<file path="config.mk">
export PLATFORM = sky130hd
export DESIGN_NAME = stream_arb
export DESIGN_NICKNAME = d
export VERILOG_FILES = /design/src/rtl/stream_arb_pkg.sv /design/src/rtl/rr_select.sv /design/src/rtl/stream_arb.sv
export SDC_FILE = /design/constraint.sdc
export NUM_CORES = 1
export LEC_CHECK = 0
export CORE_MARGIN = 2
export CORE_UTILIZATION = 25
export CTS_CLUSTER_DIAMETER = 50
export DETAILED_ROUTE_END_ITERATION = 12
export GPL_TIMING_DRIVEN = 1
export MAX_ROUTING_LAYER = met4
export PLACE_DENSITY = 0.88
export SYNTH_ARGS = -nofsm -noshare
export SYNTH_HDL_FRONTEND = slang
export SYNTH_HIERARCHICAL = 1
export SYNTH_SLANG_ARGS = --single-unit
</file>
<file path="constraint.sdc">
create_clock -name clk -period 2.25 [get_ports clk]
set_input_delay 0.45 -clock clk [delete_from_list [all_inputs] [get_ports clk]]
set_output_delay 0.45 -clock clk [all_outputs]
set_load 0.01 [all_outputs]
</file>
<file path="src/rtl/stream_arb_pkg.sv">
// Shared types, constants and the round-robin pick function used by stream_arb and rr_select.
package stream_arb_pkg;

  typedef enum logic {
    IDLE = 1'b0,
    BUSY = 1'b1
  } state_t;

  localparam int CNT_W   = 16;
  localparam int MAX_SRC = 16;

  // First set bit of req searching upward from last+1, wrapping modulo n.
  function automatic int rr_pick(input logic [MAX_SRC-1:0] req, input int last, input int n);
    int   idx;
    int   j;
    logic found;
    idx   = 0;
    found = 1'b0;
    for (int k = 1; k <= MAX_SRC; k++) begin
      j = (last + k) % n;
      if (k <= n && !found && req[j]) begin
        idx   = j;
        found = 1'b1;
      end
    end
    return idx;
  endfunction

endpackage

</file>
<file path="src/rtl/rr_select.sv">
// Combinational round-robin priority picker: next requester after last, zero latency, no flow control.
module rr_select
  import stream_arb_pkg::*;
#(
  parameter int N_SRC = 4,
  parameter int ID_W  = 2
) (
  input  logic [N_SRC-1:0] req_i,
  input  logic [ID_W-1:0]  last_i,
  output logic             vld_o,
  output logic [ID_W-1:0]  idx_o
);

  logic [MAX_SRC-1:0] req_ext;
  int                 pick;

  assign req_ext = MAX_SRC'(req_i);
  assign pick    = rr_pick(req_ext, int'(last_i), N_SRC);
  assign vld_o   = |req_i;
  assign idx_o   = ID_W'(pick);

endmodule

</file>
<file path="src/rtl/stream_arb.sv">
// Packet-level round-robin AXI-Stream arbiter: 1-cycle grant, grant held to tlast, m_tready passed to the granted source only.
// Define STREAM_ARB_PKT_CNT_EN to add per-source accepted-packet counters (pkt_cnt, cnt_clr).
module stream_arb
  import stream_arb_pkg::*;
#(
  parameter int N_SRC  = 4,
  parameter int DATA_W = 32,
  parameter int ID_W   = 2
) (
  input  logic                      clk,
  input  logic                      aresetn,
  input  logic [N_SRC-1:0]          src_en,
  input  logic [N_SRC*DATA_W-1:0]   s_tdata,
  input  logic [N_SRC*DATA_W/8-1:0] s_tkeep,
  input  logic [N_SRC-1:0]          s_tlast,
  input  logic [N_SRC-1:0]          s_tvalid,
  output logic [N_SRC-1:0]          s_tready,
  output logic [DATA_W-1:0]         m_tdata,
  output logic [DATA_W/8-1:0]       m_tkeep,
  output logic                      m_tlast,
  output logic                      m_tvalid,
  input  logic                      m_tready,
  output logic                      busy,
  output logic [ID_W-1:0]           grant_id,
  output logic                      pkt_done
`ifdef STREAM_ARB_PKT_CNT_EN
  ,
  input  logic                      cnt_clr,
  output logic [N_SRC*CNT_W-1:0]    pkt_cnt
`endif
);

  localparam int KEEP_W = DATA_W / 8;

  state_t          state_q;
  logic [ID_W-1:0] grant_q;
  logic [ID_W-1:0] last_q;
  logic            pkt_done_q;
  logic            pick_vld;
  logic [ID_W-1:0] pick_idx;
  logic            beat_acc;
  logic            last_acc;

  rr_select #(
    .N_SRC (N_SRC),
    .ID_W  (ID_W)
  ) u_rr_select (
    .req_i  (s_tvalid & src_en),
    .last_i (last_q),
    .vld_o  (pick_vld),
    .idx_o  (pick_idx)
  );

  // Outputs are forced to zero outside BUSY so reset and idle look identical downstream.
  always_comb begin
    m_tdata  = '0;
    m_tkeep  = '0;
    m_tlast  = 1'b0;
    m_tvalid = 1'b0;
    s_tready = '0;
    if (state_q == BUSY) begin
      m_tdata            = s_tdata[grant_q*DATA_W +: DATA_W];
      m_tkeep            = s_tkeep[grant_q*KEEP_W +: KEEP_W];
      m_tlast            = s_tlast[grant_q];
      m_tvalid           = s_tvalid[grant_q];
      s_tready[grant_q]  = m_tready;
    end
  end

  assign beat_acc = m_tvalid & m_tready;
  assign last_acc = beat_acc & m_tlast;

  always_ff @(posedge clk or negedge aresetn) begin
    if (!aresetn) begin
      state_q    <= IDLE;
      grant_q    <= '0;
      last_q     <= ID_W'(N_SRC - 1);
      pkt_done_q <= 1'b0;
    end else begin
      pkt_done_q <= 1'b0;
      case (state_q)
        IDLE: begin
          if (pick_vld) begin
            grant_q <= pick_idx;
            state_q <= BUSY;
          end
        end
        BUSY: begin
          if (last_acc) begin
            pkt_done_q <= 1'b1;
            last_q     <= grant_q;
            state_q    <= IDLE;
          end
        end
        default: state_q <= IDLE;
      endcase
    end
  end

  assign busy     = (state_q == BUSY);
  assign grant_id = grant_q;
  assign pkt_done = pkt_done_q;

`ifdef STREAM_ARB_PKT_CNT_EN
  logic [N_SRC*CNT_W-1:0] cnt_q;
  logic [N_SRC*CNT_W-1:0] cnt_d;

  // Clear has priority over a same-cycle increment; counters wrap naturally.
  always_comb begin
    cnt_d = cnt_q;
    if (cnt_clr) begin
      cnt_d = '0;
    end else if (last_acc) begin
      cnt_d[grant_q*CNT_W +: CNT_W] = cnt_q[grant_q*CNT_W +: CNT_W] + CNT_W'(1);
    end
  end

  always_ff @(posedge clk or negedge aresetn) begin
    if (!aresetn) begin
      cnt_q <= '0;
    end else begin
      cnt_q <= cnt_d;
    end
  end

  assign pkt_cnt = cnt_q;
`endif

endmodule

</file>
# == Word-level counts from Yosys, hierarchy flattened ==
# Index checks and enable logic that the tools add are counted.
# word_totals
word_cells,74
regBits,6
out_inout_bits,46
# op_classes
n_mux,35
shifts,2
bitwise,9
order_cmp,6
add_sub_neg,4
reduce_logical,14
# ops
op,count
indexed part select 128 x 8 -> 32 bit,1
2-to-1 mux 32 bit,1
"less-than comparator 3 x 6 -> 1 bit, second input constant",4
2-to-1 mux 1 bit,20
indexed part select 16 x 5 -> 4 bit,1
binary-select mux 1 bit (select 3 bit),4
bitwise AND 4 bit,2
2-to-1 mux 2 bit,4
2-to-1 mux 4 bit,2
OR reduction 2 bit,4
"adder 2 x 1 -> 2 bit, second input constant",2
"adder 2 bit, second input constant",2
"bitwise AND 1 bit, first input constant",4
binary-select mux 1 bit (select 2 bit),2
logical AND 1 bit,4
AND reduction 2 bit,2
OR reduction 4 bit,1
zero test 1 bit,3
"less-than comparator 2 x 3 -> 1 bit, second input constant",1
bitwise AND 1 bit,2
demux 1 bit (select 2 bit),1
">= comparator 2 x 1 -> 1 bit, second input constant",1
case mux 1 bit (2 select lines),1
inverter 1 bit,1

# == Depth between registers and ports, before layout ==
# depth
depth_word,16
mapped_depth,6
depth_no_buf,6

# == Cells and area by module ==
# Netlist, hierarchy kept.
# by_module_without_submodules
mod,area_per_inst_um2,cells_per_inst,seq_area_each_um2,n_inst
stream_arb,1448.9,116,152.6,1
rr_select,81.3,14,0.0,1

# == Least setup slack after synthesis ==
# No wires, ideal clock.
# synth_timing
kind,register -> output
from,"register grant_q[0], in the netlist grant_id[0]"
to,output port m_tdata[29]
slack_ns,0.351
t_arrival_ns,1.449
path_stages_with_launch,5
required_ns,1.800
n_path_buf,2
cell_sequence,dfrtp_1 buf_6 buf_2 mux4_2 and2_1
# synth_via
elab_chain_cells,2
# synth_lines
item,line,source
start: declaration,stream_arb.sv:36,logic [ID_W-1:0] grant_q;
start signal: assignment,stream_arb.sv:84,grant_q <= pick_idx;
indexed part select 128 x 8 -> 32 bit,stream_arb.sv:62,m_tdata = s_tdata[grant_q*DATA_W +: DATA_W];
2-to-1 mux 32 bit,stream_arb.sv:61,if (state_q == BUSY) begin
end: declaration,stream_arb.sv:18,"output logic [DATA_W-1:0] m_tdata,"
# Every way passes these cells.

# == Final worst setup path ==
# layout_timing
from,"register grant_q[0], in the netlist grant_id[0]"
to,output port m_tdata[14]
# Same word-level chain as after synthesis.

==> results.cfg <==
[outcome]
status = finished, final reports clean

[setup_path]
path_class = flop to output port
crit_fanout = 6
required_ps = 1800
worstPathArrival_ps = 1760
worst_setup_path_start_kind = flop
endpoint_kind = output port

[layout]
syn2layout_area_growth_pct = 144
fillCellCount = 480
ff_latch_area_um2 = 155
final_cell_mix = clkdlybuf4s50_1, and2_1, mux4_2
stdcell_area_um2 = 3730
finalNetCount = 504
n_antenna_cell = 0
drive_above_1_share = 0.309
multi_input_area_um2 = 1300
mostFrequentLayoutCell = clkdlybuf4s50_1

[global_routing]
antenna_found_initial = 0
grt_max_degree = 27
grt_pass1_vias = 2090
grtUsageMet2 = 0.383
grt_use_met1 = 0.203
grt_overflow = 0
grt_usage = 0.200
grt_pass1_wl_mm = 9.97
grt-busiest-layer = met2
use_met3 = 0.0402

[die]
dieWidth_um = 82.2
core_area_um2 = 5920
row_count = 28
start_util = 0.258
die_y_um = 82.2
dieArea_um2 = 6760
ios = 205

[cts]
numCtsBuffers = 3
clk_pin_slew_ps = 40
worstSkewPairLatency_ps = 220
cts-root-buf = clkbuf_8
postCtsHoldBufs = 0
cts.sinks = 6
clockBufferDepth = 2
htree_levels = 1
cts_tree = yes

[timing]
hold_violations = 0
slew_headroom = 0.811
worstMarginPinSlew_ps = 284
fin_skew_ps = 2.78
finalCritPeriodShare = 0.984
clock.fmax_mhz = 452
maxSlewViolCount = 0
min_period_ps = 2210
fin_setup_tns_ps = 0
rsz0062_at_grt = true
worst_hold_slack_ps = 465
setup_viol = 0

[synthesis]
synth-async-reset-ratio = 1.00
yosysUniqueCellTypes = 24
synthCells = 130
synth_flop_cell = dfrtp_1
ys_seq_elements = 6
syn-num-nets = 289
yosysWarnings = 6
netlist_area_um2 = 1530
post_synth.cell_area_avg_um2 = 11.8
synth_edf_count = 0
synth_seq_area_share = 0.0998

[power_and_ir_drop]
power.leakage_nw = 1.45
pwr-share-clk = 0.046
power_density_nw_per_um2 = 935
internal_power_mw = 2.17
p_seq_frac = 0.069
sw_frac_of_total = 0.379
switchingPower_mw = 1.32
ir_drop_mv = 0.483
combPwrFrac = 0.885

[routing]
drt-vias-per-instance = 4.81
vias = 2012
wl_per_cell_um = 16.5
drc = 0
ant_nets = 0
dr.pass1.iters = 3
drtIter0Drc = 16
routed_wl_mm = 6.88

[placed_design]
gp_congestion = 0.756
dpl_cell_area_um2 = 3720
port_buffers = 204
place_hpwl_mm = 5.86

[run]
cap_violations = 0

[hold_path]
hold_class = input port to async pin
[sequential cells by signal, indices dropped and copies added, names as in the netlist]
signal    flops
grant_id      2
last_q        2
pkt_done      1
busy          1
[per-layer routing]
layer,part of all wire,wire length [µm],up-vias
li1,-,-,936
met1,0.31,2150,941
met2,0.56,3870,129
met3,0.11,787,6
met4,0.011,79,0
met5,0,0,-
[cells by family after synthesis]
family | after synthesis | share of synthesized area
AO/OA/AOI/OAI | 7 | 0.0319
multiplexers | 42 | 0.588
flip-flops | 6 | 0.0998
buffers and inverters | 17 | 0.0564
AND/OR/NAND/NOR | 58 | 0.224
[final timing paths]
check                                 start           to  depth (start not counted)  slack, ps
max in group asynchronous           aresetn    last_q[1]                          1       1520
worst min register to register    last_q[0]  grant_id[1]                          4        680
min in group clk                  last_q[0]  grant_id[1]                          4        680
worst max register to register  grant_id[0]    last_q[1]                          6        350
worst min-delay path                aresetn         busy                          1        460
worst max-delay path            grant_id[0]  m_tdata[14]                          6         40
[synthesized netlist by cell type (all sizes together) (2+ instances only)]
master   n  area, µm²
nor3     2       10.0
mux4    38        856
and2    42        263
dfrtp    4        100
buf      7       48.8
a21oi    3       15.0
nor2b    2       12.5
mux2     3       33.8
nand2    5       18.8
dfstp    2       52.6
nor2     4       15.0
inv      3       11.3
clkbuf   7       26.3
[metrics by stage]
stage          power, mW  setup WS, ps   util  instances
5_1_grt             3.77         -23.5  0.630        418
3_5_place_dp        3.47          -243  0.628        405
3_3_place_gp        3.41          -225  0.628        405
2_1_floorplan       1.88           351      -        130
6_report            3.49          35.6  0.630        418
4_1_cts             3.67         -68.9  0.652        414
[critical path: stages (launching register included)]
cell and delay, ps:
dfrtp_2 400, buf_6 140, buf_12 120, buf_4 110, mux4_2 480, and2_1 170, clkbuf_2 130
[power by group through the flow]
stage / registers (mW) / logic, mW / clock network (mW)
floorplan: 0.222 / 1.66 / 0
global placement: 0.244 / 3.17 / 0
detailed placement: 0.247 / 3.22 / 0
CTS: 0.242 / 3.26 / 0.164
global route: 0.256 / 3.34 / 0.176
finish: 0.241 / 3.09 / 0.161
[final cells by class]
cell class,instances,area share
Clock buffer,3,0.0111
Inverter,3,0.00302
Multi-Input combinational cell,107,0.348
Tap cell,75,0.0252
Sequential cell,6,0.0416
Timing Repair Buffer,224,0.572
[what timing repair did]
item / 4_1_cts / 5_1_grt
cloned: 3 / 0
pin swaps: 0 / 2
endpoints found under the setup margin: 38 / 39
buffers inserted: 3 / 5
resized for setup: 95 / 42
No activity file was read; power rests on OpenSTA's default activity.
